--- config.mk ---
export PLATFORM = sky130hd
export DESIGN_NAME = pdl_trig_cond
export DESIGN_NICKNAME = d
export VERILOG_FILES = /design/src/rtl/pdl_trig_cond.sv
export SDC_FILE = /design/constraint.sdc
export NUM_CORES = 1
export LEC_CHECK = 0
export CORE_MARGIN = 1
export CORE_UTILIZATION = 51
export CTS_BUF_LIST = sky130_fd_sc_hd__clkbuf_16
export DETAILED_ROUTE_END_ITERATION = 8
export PLACE_DENSITY = 0.78
export SLEW_MARGIN = 0
export SYNTH_ARGS = -nofsm -noshare
export SYNTH_HDL_FRONTEND = slang
export SYNTH_SLANG_ARGS = --single-unit
--- constraint.sdc ---
create_clock -name clk -period 3.25 [get_ports clk]
set_input_delay 0.65 -clock clk [delete_from_list [all_inputs] [get_ports clk]]
set_output_delay 0.65 -clock clk [all_outputs]
set_load 0.02 [all_outputs]
--- src/rtl/pdl_trig_cond.sv ---
// pdl_trig_cond: synchronises, glitch-filters and holdoff-gates a raw trigger for pdl; loads wb/dl only between triggers.
// Optional feature macro PDL_TRIG_CNT_EN adds trig_cnt/rej_cnt (accepted / holdoff-rejected trigger counts).
module pdl_trig_cond #(
    parameter int WIDTH       = 32,
    parameter int SYNC_STAGES = 2,
    parameter int FILT_W      = 8
) (
    input  logic              clk,
    input  logic              reset,
    input  logic              trig_in,
    input  logic [FILT_W-1:0] filt_len,
    input  logic [WIDTH-1:0]  holdoff,
    input  logic [WIDTH-1:0]  wb_in,
    input  logic [WIDTH-1:0]  dl_in,
    input  logic              cfg_load,
    output logic              trigger,
    output logic [WIDTH-1:0]  wb,
    output logic [WIDTH-1:0]  dl,
    output logic              cfg_pending,
    output logic              busy
`ifdef PDL_TRIG_CNT_EN
    ,
    output logic [31:0]       trig_cnt,
    output logic [31:0]       rej_cnt
`endif
);
    typedef enum logic [1:0] {IDLE, ACTIVE, HOLDOFF} state_t;
    state_t state, state_nxt;
    logic [SYNC_STAGES-1:0] sync_q;
    logic [FILT_W-1:0] fcnt, flen;
    logic filt, filt_d, rise, fall, enter_idle;
    logic [WIDTH-1:0] hcnt, hcnt_nxt, wb_sh, dl_sh, wb_new;

    assign flen       = (filt_len == '0) ? FILT_W'(1) : filt_len;
    assign rise       = filt & ~filt_d;
    assign fall       = ~filt & filt_d;
    assign busy       = (state != IDLE);
    assign enter_idle = busy && (state_nxt == IDLE);
    assign wb_new     = (wb_in == '0) ? WIDTH'(1) : wb_in;

    // bring trig_in into the clk domain
    always_ff @(posedge clk or negedge reset)
        if (!reset) sync_q <= '0;
        else        sync_q <= {sync_q[SYNC_STAGES-2:0], trig_in};

    // filt follows sync only after flen consecutive disagreeing cycles
    always_ff @(posedge clk or negedge reset)
        if (!reset) begin
            fcnt   <= '0;
            filt   <= 1'b0;
            filt_d <= 1'b0;
        end else begin
            filt_d <= filt;
            if (sync_q[SYNC_STAGES-1] == filt) fcnt <= '0;
            else if (fcnt + 1'b1 == flen) begin
                fcnt <= '0;
                filt <= ~filt;
            end else fcnt <= fcnt + 1'b1;
        end

    // next state: accept rises only from IDLE, then hold off for the programmed cycles
    always_comb begin
        state_nxt = state;
        hcnt_nxt  = hcnt;
        case (state)
            IDLE:    if (rise) state_nxt = ACTIVE;
            ACTIVE:  if (fall) begin
                state_nxt = (holdoff == '0) ? IDLE : HOLDOFF;
                hcnt_nxt  = holdoff;
            end
            HOLDOFF: begin
                hcnt_nxt = hcnt - 1'b1;
                if (hcnt == WIDTH'(1)) state_nxt = IDLE;
            end
            default: state_nxt = IDLE;
        endcase
    end

    // state, registered trigger level and holdoff counter
    always_ff @(posedge clk or negedge reset)
        if (!reset) begin
            state   <= IDLE;
            trigger <= 1'b0;
            hcnt    <= '0;
        end else begin
            state   <= state_nxt;
            trigger <= (state_nxt == ACTIVE);
            hcnt    <= hcnt_nxt;
        end

    // wb/dl load directly when idle or on return to idle; otherwise park in the shadow
    always_ff @(posedge clk or negedge reset)
        if (!reset) begin
            wb          <= WIDTH'(1);
            dl          <= WIDTH'(1);
            wb_sh       <= WIDTH'(1);
            dl_sh       <= WIDTH'(1);
            cfg_pending <= 1'b0;
        end else begin
            if (cfg_load) begin
                wb_sh <= wb_new;
                dl_sh <= dl_in;
            end
            if (!busy || enter_idle) begin
                cfg_pending <= 1'b0;
                if (cfg_load) begin
                    wb <= wb_new;
                    dl <= dl_in;
                end else if (cfg_pending) begin
                    wb <= wb_sh;
                    dl <= dl_sh;
                end
            end else if (cfg_load) cfg_pending <= 1'b1;
        end

`ifdef PDL_TRIG_CNT_EN
    // count accepted triggers and rises swallowed by holdoff
    always_ff @(posedge clk or negedge reset)
        if (!reset) begin
            trig_cnt <= '0;
            rej_cnt  <= '0;
        end else begin
            if (state == IDLE && rise)    trig_cnt <= trig_cnt + 1'b1;
            if (state == HOLDOFF && rise) rej_cnt  <= rej_cnt + 1'b1;
        end
`endif
endmodule

==> flow_summary.ini <==
[synthesis]
postSynthCellCount = 603
synth-xor-area-share = 0.0165
synth-edff-count = 0
avgSynthCellArea_um2 = 13.2
yosysWarnings = 0
synth_top_family_by_area = multiplexers
yosys.area_share.simple = 0.109
synthesis.area_um2 = 7960
synth_adder_area_share = 0.00598
ys_seq_area_frac = 0.554
ys.flop_type = dfrtp_1
synth_cell_types = 57
ys_ff_latch = 176
synth-compound-area-share = 0.0683
async_flop_share = 1.00
syn-num-nets = 714
synth.area.mux_share = 0.211

[power]
leakage_nw = 4.49
finalPower_mw = 4.94
power_density_nw_per_um2 = 468
peakVddDrop_mv = 0.414

[timing]
slew_headroom = 0.464
rsz0062_at_grt = false
fmax_ghz = 0.353
final_hold_viol_count = 0
drv_slew = 0
min_period_over_period = 0.871
timing.hold.ws_ns = 0.285
setup_viol = 0
finClkSkew_ns = 0.00884
period_needed_ns = 2.83
max_slew.worst_pin.slew_ns = 0.797
setup_tns_ns = 0

[final_layout]
diodes = 0
post-route-util = 0.694
final_nets = 903
drive_gt1_frac = 0.251
fillers = 1037
regArea_um2 = 4410
syn2layout_area_growth_pct = 32.6
multi_input_area_um2 = 3270
postLayoutCellArea_um2 = 10500

[critical_path]
start_kind = flip-flop
critPathKind = flip-flop to flip-flop
crit_fanout = 10
cp.required_ns = 3.56
end_kind = flip-flop
crit_arrival_ns = 3.14

[clock_tree]
cts-hold-fix-buffers = 0
clk_pin_slew_ns = 0.07
ctsResizeCount = 0
post_cts_buffers = 0
cts_tree = yes
numCtsBuffers = 17
cts_max_level = 4
clock_latency_ns = 0.43
ctsLongestPathBuffers = 2
clock_sinks = 176
clockRootBuffer = clkbuf_16

[routing]
vias = 5682
ant_nets = 0
wire_per_inst_um = 18.8
drc = 0
via_per_inst = 5.72
drt_iter0_drc = 317
drt_first_pass_iters = 5
routed_wl_um = 18700

[floorplanning]
die_x_um = 127
rows = 45
io_pins = 175
dieArea_um2 = 16100
initial_core_util = 0.523
dieHeight_um = 127
design.core.area_um2 = 15200

[flow_run]
max_cap_violations = 0

[status]
status = finished, final reports clean

[place]
portBuffers = 174
placed_cell_area_um2 = 9980
dp_hpwl_um = 13200
gp_congestion = 0.855

[global_routing]
overflow = 0
grt_pass1_vias = 6128
grt_start_max_net_pins = 87
grt_usage = 0.244
antenna_found_initial = 1
grt_pass1_wl_um = 30700

[worst_hold_path]
hold_class = input pin to asynchronous set/reset pin
cell usage in the layout (no fill, tap or decap), drive strengths merged, types with 15 or more instances in the layout:
master,instances
nor2,48
a21oi,18
mux2,128
buf,24
inv,20
clkdlybuf4s50,172
dfrtp,172
nand3,15
nor4,25
nand2,28
clkbuf,17
critical path: stages, from the launching register on:
cell and delay [ns]:
dfrtp_1 0.42, or4_1 0.59, nor4_4 0.40, and2_2 0.23
a41oi_2 0.15, o22ai_4 0.23, buf_12 0.20, buf_12 0.15
mux2_2 0.33
metal layers:
metal	GRT usage	wire, µm	vias up
met1	0.308	7740	2824
met3	0.0536	1170	40
met4	0.103	510	0
met5	0	0	-
li1	-	-	2601
met2	0.409	9290	217
layout make-up:
| type | count | share of cell area |
|---|---|---|
| Clock buffer | 17 | 0.0403 |
| Multi-Input combinational cell | 391 | 0.310 |
| Timing Repair Buffer | 196 | 0.192 |
| Inverter | 10 | 0.00356 |
| Tap cell | 188 | 0.0223 |
| Sequential cell | 176 | 0.418 |
| Clock inverter | 15 | 0.0133 |
cell usage after synthesis (2+ instances only):
library cell / count / area (µm²)
a221o_1: 2 / 20.0
mux2_4: 60 / 901
nand3_1: 15 / 75.1
nor4_2: 2 / 25.0
nor4_1: 22 / 138
nand4_1: 14 / 87.6
a311oi_1: 5 / 43.8
xnor2_1: 6 / 52.6
nand2_1: 28 / 105
a21oi_1: 18 / 90.1
buf_6: 3 / 33.8
o211ai_1: 6 / 45.0
a211oi_1: 3 / 22.5
dfstp_2: 4 / 105
o22ai_1: 5 / 31.3
buf_8: 6 / 90.1
dfrtp_1: 172 / 4300
xor2_1: 9 / 78.8
nor3_1: 14 / 70.1
and3_1: 3 / 18.8
or3_1: 3 / 18.8
o21ai_0: 14 / 70.1
o311ai_0: 5 / 43.8
clkbuf_1: 11 / 41.3
a221oi_1: 3 / 26.3
ha_1: 3 / 37.5
inv_1: 10 / 37.5
and2b_2: 2 / 17.5
a22oi_1: 2 / 15.0
or4_1: 4 / 30.0
o31ai_1: 6 / 45.0
mux2_2: 68 / 766
clkbuf_8: 5 / 68.8
nor2_1: 47 / 176
final timing paths:
| kind | start | to | slack, ns | cells after the start |
|---|---|---|---|---|
| worst max register to register | hcnt[20] | dl[20] | 0.42 | 8 |
| max in group asynchronous | reset | wb_sh[0] | 2.20 | 2 |
| worst min register to register | sync_q[0] | sync_q[1] | 0.36 | 0 |
| worst min-delay path | reset | dl[8] | 0.28 | 1 |
| min in group clk | sync_q[0] | sync_q[1] | 0.36 | 0 |
| worst max-delay path | hcnt[20] | dl[20] | 0.42 | 8 |
kinds of logic after synthesis:
family                   Yosys count
XOR/XNOR                          15
multiplexers                     129
AO/OA/AOI/OAI                     77
adder cells (fa/ha/maj)            4
flip-flops                       176
AND/OR/NAND/NOR                  166
buffers and inverters             36
report_power, final:
group          total, mW  internal (mW)  switching [mW]
Sequential          2.44           2.33           0.103
Combinational      0.543          0.295           0.248
Clock               1.96           1.02           0.940
Total               4.94           3.65            1.29
registers in the layout, summed over array words and instances, names as in the netlist, 2 cells and up:
register,flops
state,2
wb,32
hcnt,32
wb_sh,32
dl_sh,32
dl,32
sync_q,2
fcnt,8
per-stage QoR:
step / setup WS, ns / instances
floorplan: 0.567 / 603
global placement: 0.0977 / 961
detailed placement: 0.0857 / 961
CTS: 0.418 / 993
global route: 0.314 / 993
finish: 0.421 / 993
No activity file was read; power rests on OpenSTA's default activity.
